File: src/rtl/seq_bin2bcd.sv
// Sequential double-dabble binary-to-BCD converter: one adjust and one shift cycle per input bit.
// Starts on en, or in AUTO mode whenever bin differs from the last converted value.
module seq_bin2bcd #(
  parameter int WIDTH  = 8,
  parameter int DIGITS = 3,
  parameter bit AUTO   = 1'b1
) (
  input  logic                  clk,
  input  logic                  reset,
  input  logic                  en,
  input  logic [WIDTH-1:0]      bin,
  output logic [4*DIGITS-1:0]   bcd,
  output logic                  busy,
  output logic                  done
);

  localparam int BW = 4 * DIGITS;
  localparam int CW = $clog2(WIDTH + 1);
  localparam logic [CW-1:0] LAST = CW'(WIDTH);

  typedef enum logic [1:0] {
    S_IDLE,
    S_ADJUST,
    S_SHIFT,
    S_DONE
  } state_t;

  state_t              state;
  logic [WIDTH-1:0]    bin_shift;
  logic [WIDTH-1:0]    last_bin;
  logic [BW-1:0]       bcd_work;
  logic [CW-1:0]       count;

  logic                trigger;
  logic [CW-1:0]       count_inc;
  logic [BW+WIDTH-1:0] shifted;

  // Each nibble is adjusted independently; no carry crosses a digit boundary.
  function automatic logic [BW-1:0] add3(input logic [BW-1:0] w);
    logic [BW-1:0] r;
    r = w;
    for (int i = 0; i < DIGITS; i++) begin
      if (w[4*i +: 4] >= 4'd5)
        r[4*i +: 4] = w[4*i +: 4] + 4'd3;
    end
    return r;
  endfunction

  assign trigger   = en || (AUTO && (bin != last_bin));
  assign count_inc = count + 1'b1;
  assign shifted   = {bcd_work, bin_shift} << 1;

  always_ff @(posedge clk or posedge reset) begin
    if (reset) begin
      state     <= S_IDLE;
      bin_shift <= '0;
      last_bin  <= '0;
      bcd_work  <= '0;
      count     <= '0;
      bcd       <= '0;
      busy      <= 1'b0;
      done      <= 1'b0;
    end else begin
      done <= 1'b0;
      case (state)
        S_IDLE: begin
          if (trigger) begin
            bin_shift <= bin;
            last_bin  <= bin;
            bcd_work  <= '0;
            count     <= '0;
            busy      <= 1'b1;
            state     <= S_ADJUST;
          end
        end
        S_ADJUST: begin
          bcd_work <= add3(bcd_work);
          state    <= S_SHIFT;
        end
        S_SHIFT: begin
          bcd_work  <= shifted[BW+WIDTH-1:WIDTH];
          bin_shift <= shifted[WIDTH-1:0];
          count     <= count_inc;
          // Outputs are registered on entry so bcd and done are valid during DONE.
          if (count_inc == LAST) begin
            bcd   <= shifted[BW+WIDTH-1:WIDTH];
            done  <= 1'b1;
            state <= S_DONE;
          end else begin
            state <= S_ADJUST;
          end
        end
        S_DONE: begin
          busy  <= 1'b0;
          state <= S_IDLE;
        end
        default: begin
          busy  <= 1'b0;
          state <= S_IDLE;
        end
      endcase
    end
  end

endmodule

File: config.mk
export PLATFORM = sky130hd
export DESIGN_NAME = seq_bin2bcd
export DESIGN_NICKNAME = d
export VERILOG_FILES = /design/src/rtl/seq_bin2bcd.sv
export SDC_FILE = /design/constraint.sdc
export NUM_CORES = 1
export LEC_CHECK = 0
export ABC_AREA = 1
export CAP_MARGIN = 15
export CORE_MARGIN = 2
export CORE_UTILIZATION = 52
export DETAILED_ROUTE_END_ITERATION = 8
export HOLD_SLACK_MARGIN = 0.08
export MAX_ROUTING_LAYER = met4
export PLACE_DENSITY = 0.76
export SKIP_CTS_REPAIR_TIMING = 1
export SKIP_LAST_GASP = 1
export SLEW_MARGIN = 10
export SYNTH_ARGS = -nofsm -noshare
export SYNTH_HDL_FRONTEND = slang
export SYNTH_SLANG_ARGS = --single-unit
File: constraint.sdc
create_clock -name clk -period 1.5 [get_ports clk]
set_input_delay 0.375 -clock clk [delete_from_list [all_inputs] [get_ports clk]]
set_output_delay 0.375 -clock clk [all_outputs]
set_load 0.02 [all_outputs]
==> summary.log, run 1 <==
[routing] routed vias/inst 5.37
[timing] Total Neg Setup Slack -1.19 ns
[critical_path] master of the slowest instance on the critical path dfrtp_1
[finish] core utilization of the finished layout 82.0%
[synthesis] Post-Synthesis Mean Instance Area 7.60 um^2
[grt] number of antenna violations at the first check in global routing 0
[floorplanning] effective utilization at floorplan 53.1%
[grt] sum of overflow across all layers after global routing 0
[critical_path] required arrival time at the worst endpoint 1.76 ns
[finish] share of post-route cells with drive strength above 1 36.7%
[critical_path] maximum fanout count along the critical path 6
[timing] number of failing hold endpoints at the final stage 0
[floorplanning] Die Span Y 75.7 um
[timing] shortest clock period the worst path allows after layout 1.56 ns
[critical_path] reg-to-reg startpoint last_bin[0]
[critical_path] endpoint arrival time on the critical path 1.82 ns
[hold_path] Worst Hold Class in2reg
[timing] Post-Route Skew 0.00724 ns
[synthesis] part of the Yosys area used for sequential elements 44.9%
[routing] total iterations of the first detailed-routing run 4
[finish] number of standard cells in the final layout excluding fillers 492
[routing] Starting DRT DRC Count 137
[timing] Max Clk Rate 641 MHz
[grt] met3 routing resource usage after global routing 3.70%
[finish] Storage cell area 1200 um^2
[timing] final cycle utilization of the critical path 104%
[routing] final routed wirelength across all metal layers 7780 um
[finish] number of antenna cells inserted 0
[run_status] failing checks negative setup slack
[run_status] result of the run complete, but fails checks
[critical_path] capture instance of the worst register-to-register path bin_shift[6]
[clock_network] Sinks on Clock Net 48
[synthesis] syn_nets 376
[timing] worst-margin pin slew 0.404 ns
[placement] Post-Place Setup Slack -0.405 ns
[timing] final-report setup violation count 35
[grt] fraction of met2 tracks used by global routing 39.6%
[clock_network] worst-skew pair later-pin latency 0.31 ns
[hold_path] endpoint of the worst hold-timing path last_bin[4]
[floorplanning] Die ar. 5730 um^2
[floorplanning] Top Ports 25
[critical_path] slack of the worst reg-to-reg path -0.06 ns
[floorplanning] chip width 75.7 um
[critical_path] worst path cell trace inv_1 -> nand2_1 -> nand2_1 -> nor2_1 -> nand2_1 -> nor2_4 -> nand2_4 -> nand2_8 -> clkbuf_16 -> nand3_2 -> nand2_1
[grt] largest net degree at the start of global routing 30
[finish] area of combinational cells with multiple inputs 1650 um^2
[pwr] power per standard cell area 1810 nW/um^2
[timing] unrepaired setup endpoints after global routing true
[critical_path] stage delay of the slowest cell on the critical path 0.40 ns
[routing] DR vias 2642
[routing] Detail Route Antenna Nets 0
[timing] remaining max-slew budget at the tightest pin 72.9%
[placement] Post-Place Cells 464
[clock_network] Bufs on Longest Clock Path 2
[placement] cell area after placement 3250 um^2
[placement] Final GP Congestion 0.830
[clock_network] clock transition at the registers of the reported paths 0.09 ns
[finish] Area Overhead vs Synth 54.6%
[critical_path] kind of end point of the critical path flop
[pwr] highest ir drop seen on vdd 1190 uV
[critical_path] worst setup path category reg2reg
[synthesis] cell area after synthesis 2680 um^2
[clock_network] H-tree depth 2
[floorplanning] Site Rows 26
[placement] number of buffers inserted by port buffering 24
[routing] DRC violations left 0
[finish] Layout fillers 284
[hold_path] Hold Path Cell Cnt 3
[grt] via count of the first global-routing pass 2189
[grt] routing usage on met1 24.7%
[clock_network] clock tree from TritonCTS yes
[critical_path] startpoint class of the critical path flop
[synthesis] total number of yosys warnings 0
[clock_network] cell at the root of the clock tree clkbuf_8
[flow_run] max-cap viol count 0
[timing] final setup margin -0.0612 ns
[clock_network] number of clock buffers inserted by TritonCTS 5
[timing] Slew Viols, Final 0
[grt] combined global-route utilization of all metal layers 21.9%
[synthesis] count of state elements after synthesis 48
[placement] detailed placer's ending HPWL 3980 um
[finish] net count of the finished layout 445
[synthesis] cell count after synthesis 352
[floorplanning] core area 5040 um^2
[routing] DR WL/cell 15.8 um
[pwr] Pleak 0.00228 uW
[critical_path] CP most frequent cell nand2_1
[grt] wire length of the first global-routing pass 9290 um
[finish] final cell area excluding filler cells 4140 um^2
[grt] gr busiest metal met2
[hold_path] source of the worst hold timing path bin[4]
[synthesis] post-synthesis cell type count 22
[critical_path] number of cell instances on the worst register-to-register path 11
==> Yosys cell counts <==
master     count  area share, %
a31oi_4        1           0.80
nand2_4        1           0.42
o211ai_1       1           0.28
buf_2          5           0.94
ha_1          13            6.1
nand2_1      121             17
nor2_2         1           0.23
nand4_1        1           0.23
xor2_1         3           0.98
nand2_2        4           0.94
a2bb2oi_1      3           0.98
or2_2          1           0.23
o21ai_0       28            5.2
nand3_1       45            8.4
inv_1         39            5.5
nor2_1        11            1.5
dfrtp_1       48             45
buf_6          3            1.3
a21oi_1       16            3.0
clkbuf_1       4           0.56
clkbuf_2       2           0.37
inv_2          1           0.14
==> sequential cells by signal, indices dropped and copies added, names as in the netlist <==
signal	count
bcd	12
bcd_work	12
bin_shift	8
last_bin	8
count	4
state	2
busy	1
done	1
==> kinds of logic (layout without fill, tap and decap cells) <==
| group | after synthesis | count (layout) | synth area share [%] |
|---|---|---|---|
| DFF | 48 | 48 | 44.9 |
| and+or+nand+nor | 185 | 185 | 29.0 |
| AOI/OAI and AO/OA | 49 | 49 | 10.3 |
| buffers and inverters | 54 | 124 | 8.75 |
| adders and majority gates | 13 | 13 | 6.08 |
| xor gates and xnor gates | 3 | 3 | 0.982 |
==> critical path: cells and delay by family, from the launching register on <==
kind / cells / cell delay (ns)
buffers and inverters: 2 / 0.24
flip-flops: 1 / 0.40
AND/OR/NAND/NOR: 9 / 0.87
==> final cells by class <==
type / instances / area share [%]
Timing Repair inverter: 1 / 0.182
Timing Repair Buffer: 75 / 22.1
Clock inverter: 2 / 0.847
Tap cell: 70 / 2.12
Clock buffer: 6 / 1.75
Sequential cell: 48 / 29.1
Multi-Input combinational cell: 250 / 39.8
Inverter: 40 / 4.02
==> metrics by stage <==
stage | hold WS, ns | power [uW]
global placement | 0.457 | 4750
CTS | 0.425 | 5750
global route | 0.390 | 7960
finish | 0.390 | 7500
floorplan | 0.405 | 3840
detailed placement | 0.465 | 4820
==> worst max-delay path by stage <==
stage / startpoint / cells past startpoint / slack, ns / end
final: last_bin[0] / 11 / -0.06 / bin_shift[6]
after global routing: last_bin[0] / 11 / -0.18 / bcd_work[11]
after CTS: bcd[9] / 1 / -0.16 / bcd[9]
after detailed placement: bin[7] / 10 / -0.40 / bcd_work[2]
after global placement: bin[1] / 11 / -0.36 / count[3]
after floorplan: state[1] / 8 / 0.002 / bcd_work[6]
==> power breakdown <==
group          total (uW)  internal [uW]  switching [uW]
Combinational        4470           2040            2430
Clock                 959            496             463
Sequential           2080           1690             387
==> placed cells by master (no fill, tap or decap), drive strengths merged, types with 12 or more instances in the layout <==
cell type and instances:
clkbuf 13, buf 44, o21ai 28, ha 13
nand2 126, dfrtp 48, a21oi 16, nand3 45
dlymetal6s2s 21, nor2 12, inv 37
==> layer usage <==
metal  vias to the layer above  share of wire [%]
met3                        23                4.1
met1                      1291                 40
li1                       1260                  -
met4                         0                2.8
met5                         -                  0
met2                        68                 53
Power figures use the tool's default switching activity.
==> inputs of run 2 (changes only) <==
--- a/config.mk
+++ b/config.mk
@@ -9,4 +9,5 @@
 export CAP_MARGIN = 15
+export CORE_ASPECT_RATIO = 0.6
 export CORE_MARGIN = 2
-export CORE_UTILIZATION = 52
+export CORE_UTILIZATION = 60
 export DETAILED_ROUTE_END_ITERATION = 8
@@ -14,3 +15,3 @@
 export MAX_ROUTING_LAYER = met4
-export PLACE_DENSITY = 0.76
+export PLACE_DENSITY = 0.83
 export SKIP_CTS_REPAIR_TIMING = 1
==> constraint.sdc (replaced) <==
create_clock -name clk -period 1.8 [get_ports clk]
set_input_delay 0.27 -clock clk [delete_from_list [all_inputs] [get_ports clk]]
set_output_delay 0.27 -clock clk [all_outputs]
set_load 0.02 [all_outputs]
==> run 2 against run 1 <==
  * The run now ends clean
  * Clock skew shrank 0.0013 ns
  * Die area down 12%
  * Largest cell class unchanged
  * Hold slack lost 0.12 ns
  * Critical path type unchanged
  * Global-route usage up 3.0 points
  * Via count down 12%
  * Sequential share of layout area increased by 9.2 points
  * First-iteration DRC count grew 38%
  * Maximum frequency down 7.6%
  * Critical path depth down 3
  * Clock power is 19% lower
  * Wire length down 27%
==> summary.log, run 2 (synthesis gave the netlist of run 1 again) <==
[routing] final routed wirelength across all metal layers 5650 um
[floorplanning] Die ar. 5030 um^2
[critical_path] endpoint arrival time on the critical path 1.90 ns
[finish] number of antenna cells inserted 0
[clock_network] cell at the root of the clock tree clkbuf_8
[timing] number of failing hold endpoints at the final stage 0
[grt] wire length of the first global-routing pass 9790 um
[pwr] Pleak 0.00163 uW
[floorplanning] core area 4190 um^2
[floorplanning] Die Span Y 55.7 um
[floorplanning] Site Rows 18
[placement] cell area after placement 3020 um^2
[timing] Total Neg Setup Slack 0 ns
[critical_path] master of the slowest instance on the critical path dfrtp_1
[finish] share of post-route cells with drive strength above 1 8.38%
[timing] unrepaired setup endpoints after global routing true
[routing] routed vias/inst 5.26
[floorplanning] effective utilization at floorplan 63.9%
[finish] net count of the finished layout 405
[routing] total iterations of the first detailed-routing run 5
[placement] detailed placer's ending HPWL 4110 um
[critical_path] crit path buf inv count 2
[placement] Final GP Congestion 0.941
[hold_path] Worst Hold Class in2async
[placement] number of buffers inserted by port buffering 24
[critical_path] worst path cell trace inv_1 -> ha_1 -> inv_1 -> a21oi_1 -> a21oi_2 -> nand2_2 -> nand2_1 -> nand2_1
[critical_path] worst setup path category reg2reg
[routing] DR vias 2325
[finish] highest-count cells in the layout ignoring fill and taps 120 x nand2_1, 48 x dfrtp_1, 45 x nand3_1
[pwr] highest ir drop seen on vdd 809 uV
[timing] final cycle utilization of the critical path 93.9%
[critical_path] stage delay of the slowest cell on the critical path 0.42 ns
[timing] Post-Route Skew 0.00597 ns
[timing] shortest clock period the worst path allows after layout 1.69 ns
[pwr] power per standard cell area 1440 nW/um^2
[finish] largest registers ranked by flip-flop count bcd x12, bcd_work x12
[timing] remaining max-slew budget at the tightest pin 72.4%
[critical_path] kind of cell with the highest combined delay on the critical path flip-flops
[grt] via count of the first global-routing pass 2094
[finish] Layout fillers 323
[routing] Starting DRT DRC Count 189
[clock_network] Sinks on Clock Net 48
[timing] Max Clk Rate 592 MHz
[routing] DRC violations left 0
[clock_network] clock tree from TritonCTS yes
[finish] Area Overhead vs Synth 17.3%
[finish] most common library cell in the layout ignoring fill and taps nand2_1
[floorplanning] Top Ports 25
[clock_network] Bufs on Longest Clock Path 2
[finish] final cell area excluding filler cells 3140 um^2
[run_status] result of the run complete, no violations
[critical_path] startpoint class of the critical path flop
[critical_path] maximum fanout count along the critical path 6
[timing] Slew Viols, Final 0
[routing] Detail Route Antenna Nets 0
[clock_network] worst-skew pair later-pin latency 0.31 ns
[critical_path] required arrival time at the worst endpoint 2.01 ns
[routing] DR WL/cell 12.8 um
[timing] worst-margin pin slew 0.413 ns
[critical_path] kind of end point of the critical path flop
[clock_network] H-tree depth 2
[grt] number of antenna violations at the first check in global routing 0
[grt] largest net degree at the start of global routing 32
[grt] sum of overflow across all layers after global routing 0
[timing] final-report setup violation count 0
[grt] combined global-route utilization of all metal layers 24.9%
[floorplanning] chip width 90.2 um
[clock_network] number of clock buffers inserted by TritonCTS 5
[clock_network] clock transition at the registers of the reported paths 0.09 ns
[flow_run] max-cap viol count 0
[run 2: area by class of cell]
cell class	instances	area [um^2]	share of cell area [%]
sequential	48	1200	38.3
clock inverter	2	35.0	1.12
timing repair buffer	36	355	11.3
inverter	40	150	4.78
clock buffer	6	72.6	2.31
tap	60	75.1	2.39
multi-input combinational	250	1250	39.8
[run 2: final timing paths]
path                           from          end  slack, ns  cells after the start
setup / recovery           state[1]  bcd_work[2]       0.11                      8
hold reg to reg              bcd[0]       bcd[0]       0.48                      2
hold / removal                reset     count[1]       0.27                      2
setup reg to reg           state[1]  bcd_work[2]       0.11                      8
min in group clk             bcd[0]       bcd[0]       0.48                      2
max in group asynchronous     reset  bcd_work[4]       1.04                      3
[run 2: per-layer routing]
metal	up-vias	track usage, %	wire [um]	share of wire, %
li1	1176	-	-	-
met1	1076	36.4	2830	50
met2	68	36.7	2430	43
met3	5	4.88	352	6.2
met4	0	4.62	40	0.71
met5	-	-	0	0
[run 2: worst register-to-register path, cell delays in order (launching register included)]
cell     delay, ns
dfrtp_1       0.42
inv_1         0.12
ha_1          0.21
inv_1         0.22
a21oi_1       0.10
a21oi_2       0.26
nand2_2       0.12
nand2_1       0.07
nand2_1       0.05
[run 2: where the power goes]
part           switching (uW)  internal, uW
combinational            1300           757
clock                     368           413
sequential                285          1410
total                    1950          2580
[run 2: stage by stage]
stage / power, uW / util, % / setup slack, ns / hold slack (ns) / instances
floorplan: 3180 / - / 0.248 / 0.416 / 352
global placement: 3630 / 72.1 / 0.0201 / 0.461 / 434
detailed placement: 3710 / 72.1 / -0.0380 / 0.465 / 434
CTS: 4490 / 74.7 / 0.0635 / 0.284 / 442
global route: 4910 / 74.9 / -0.0366 / 0.316 / 442
finish: 4520 / 74.9 / 0.110 / 0.268 / 442
==> inputs of run 3 (changes only) <==
CORE_UTILIZATION = 57   (was 60)
PLACE_DENSITY = 0.79   (was 0.83)
clock period = 1.6 ns   (was 1.8 ns; I/O delays follow)
==> run 3 against run 2 <==
  * Clock power increased by 6.2%
  * Hold slack improved by 0.027 ns
  * Power increased by 29%
  * Clock-buffer cell count decreased by 1
  * Wire length increased by 17%
  * Critical path type unchanged
  * Critical endpoint unchanged
==> summary.log, run 3 (synthesis gave the netlist of run 1 again) <==
[pwr] power per standard cell area 1660 nW/um^2
[critical_path] CP most frequent cell a21oi_1
[critical_path] required arrival time at the worst endpoint 1.84 ns
[critical_path] crit path buf inv count 2
[routing] total iterations of the first detailed-routing run 5
[clock_network] number of clock buffers inserted by TritonCTS 5
[critical_path] startpoint class of the critical path flop
[pwr] highest ir drop seen on vdd 1020 uV
[clock_network] clock transition at the registers of the reported paths 0.08 ns
[run_status] result of the run complete, no violations
[critical_path] endpoint arrival time on the critical path 1.83 ns
[timing] unrepaired setup endpoints after global routing true
[critical_path] maximum fanout count along the critical path 5
[clock_network] clock tree from TritonCTS yes
[finish] most common library cell in the layout ignoring fill and taps nand2_1
[floorplanning] Top Ports 25
[timing] final setup margin 0.00944 ns
[clock_network] H-tree depth 2
[floorplanning] core area 4540 um^2
[placement] detailed placer's ending HPWL 4150 um
[finish] highest-count cells in the layout ignoring fill and taps 116 x nand2_1, 48 x dfrtp_1, 42 x nand3_1
[grt] number of antenna violations at the first check in global routing 0
[placement] Final GP Congestion 0.916
[finish] share of post-route cells with drive strength above 1 17.3%
[critical_path] slack of the worst reg-to-reg path 0.009 ns
[finish] largest registers ranked by flip-flop count bcd x12, bcd_work x12
[clock_network] worst-skew pair later-pin latency 0.30 ns
[critical_path] worst setup path category reg2reg
[placement] number of buffers inserted by port buffering 24
[critical_path] capture instance of the worst register-to-register path bcd_work[2]
[timing] worst-margin pin slew 0.355 ns
[timing] shortest clock period the worst path allows after layout 1.59 ns
[timing] Max Clk Rate 629 MHz
[timing] Post-Route Skew 0.00703 ns
[routing] routed vias/inst 5.44
[grt] largest net degree at the start of global routing 49
[placement] Post-Place Setup Slack -0.172 ns
[grt] wire length of the first global-routing pass 10100 um
[grt] combined global-route utilization of all metal layers 25.0%
[clock_network] cell at the root of the clock tree clkbuf_8
[floorplanning] Die Span Y 57.1 um
[critical_path] number of cell instances on the worst register-to-register path 7
[routing] DR WL/cell 14.1 um
[timing] Slew Viols, Final 0
[pwr] Pleak 0.00181 uW
[critical_path] worst path cell trace ha_1 -> inv_2 -> a21oi_1 -> a21oi_1 -> buf_4 -> nand3_1 -> nand2_1
[routing] DRC violations left 0
[pwr] Final Power 5810 uW
[critical_path] master of the slowest instance on the critical path dfrtp_1
[timing] remaining max-slew budget at the tightest pin 76.2%
[timing] number of failing hold endpoints at the final stage 0
[flow_run] max-cap viol count 0
[clock_network] Sinks on Clock Net 48
[finish] Area Overhead vs Synth 30.5%
[floorplanning] Site Rows 19
[routing] final routed wirelength across all metal layers 6580 um
[finish] number of antenna cells inserted 0
[routing] Starting DRT DRC Count 223
[finish] net count of the finished layout 430
[floorplanning] chip width 92.4 um
[routing] DR vias 2544
[clock_network] Bufs on Longest Clock Path 2
[timing] final cycle utilization of the critical path 99.4%
[grt] via count of the first global-routing pass 2237
[floorplanning] effective utilization at floorplan 58.9%
[critical_path] reg-to-reg startpoint state[0]
[routing] Detail Route Antenna Nets 0
[grt] sum of overflow across all layers after global routing 0
[critical_path] kind of cell with the highest combined delay on the critical path flip-flops
[critical_path] kind of end point of the critical path flop
[hold_path] Worst Hold Class in2async
[critical_path] stage delay of the slowest cell on the critical path 0.44 ns
[floorplanning] Die ar. 5280 um^2
[timing] final-report setup violation count 0
[run 3: layout make-up]
type | instances | area (um^2)
Multi-Input combinational cell | 250 | 1330
Sequential cell | 48 | 1200
Fill cell | 306 | 1050
Timing Repair Buffer | 61 | 632
Inverter | 40 | 150
Tap cell | 63 | 78.8
Clock buffer | 5 | 68.8
Clock inverter | 1 | 30.0
[run 3: routing by layer]
metal / vias to the layer above / GRT usage [%] / wire (um)
met3: 15 / 8.06 / 484
met4: 0 / 5.97 / 98
met1: 1210 / 35.3 / 3150
met2: 97 / 35.1 / 2850
li1: 1222 / - / -
met5: - / - / 0
[run 3: worst max path at each step]
stage | from | endpoint | cells after the start
after floorplan | state[1] | bcd_work[11] | 10
after global placement | bin[1] | bcd_work[7] | 12
after detailed placement | bin[3] | bcd_work[0] | 12
after CTS | state[0] | bcd[11] | 8
after global routing | last_bin[5] | last_bin[6] | 11
final | state[0] | bcd_work[2] | 7
[run 3: per-stage QoR]
stage / TNS (ns) / cells / instance area [um^2] / utilization, % / hold WS, ns
global route: -1.55 / 468 / 3490 / 76.9 / 0.307
detailed placement: -5.09 / 453 / 3170 / 69.8 / 0.465
global placement: -4.25 / 453 / 3170 / 69.8 / 0.462
finish: 0 / 468 / 3490 / 76.9 / 0.295
CTS: -0.0866 / 459 / 3270 / 72.0 / 0.306
floorplan: 0 / 352 / 2680 / - / 0.386
[run 3: power breakdown]
group | switching [uW] | total (uW) | internal [uW]
registers | 319 | 1900 | 1580
clock network | 379 | 828 | 449
logic | 1760 | 3090 | 1320
total | 2460 | 5810 | 3350
[run 3: tightest hold or removal path: stages]
cell and delay [ns]:
clkdlybuf4s50_1 0.41, inv_2 0.07, buf_12 0.25
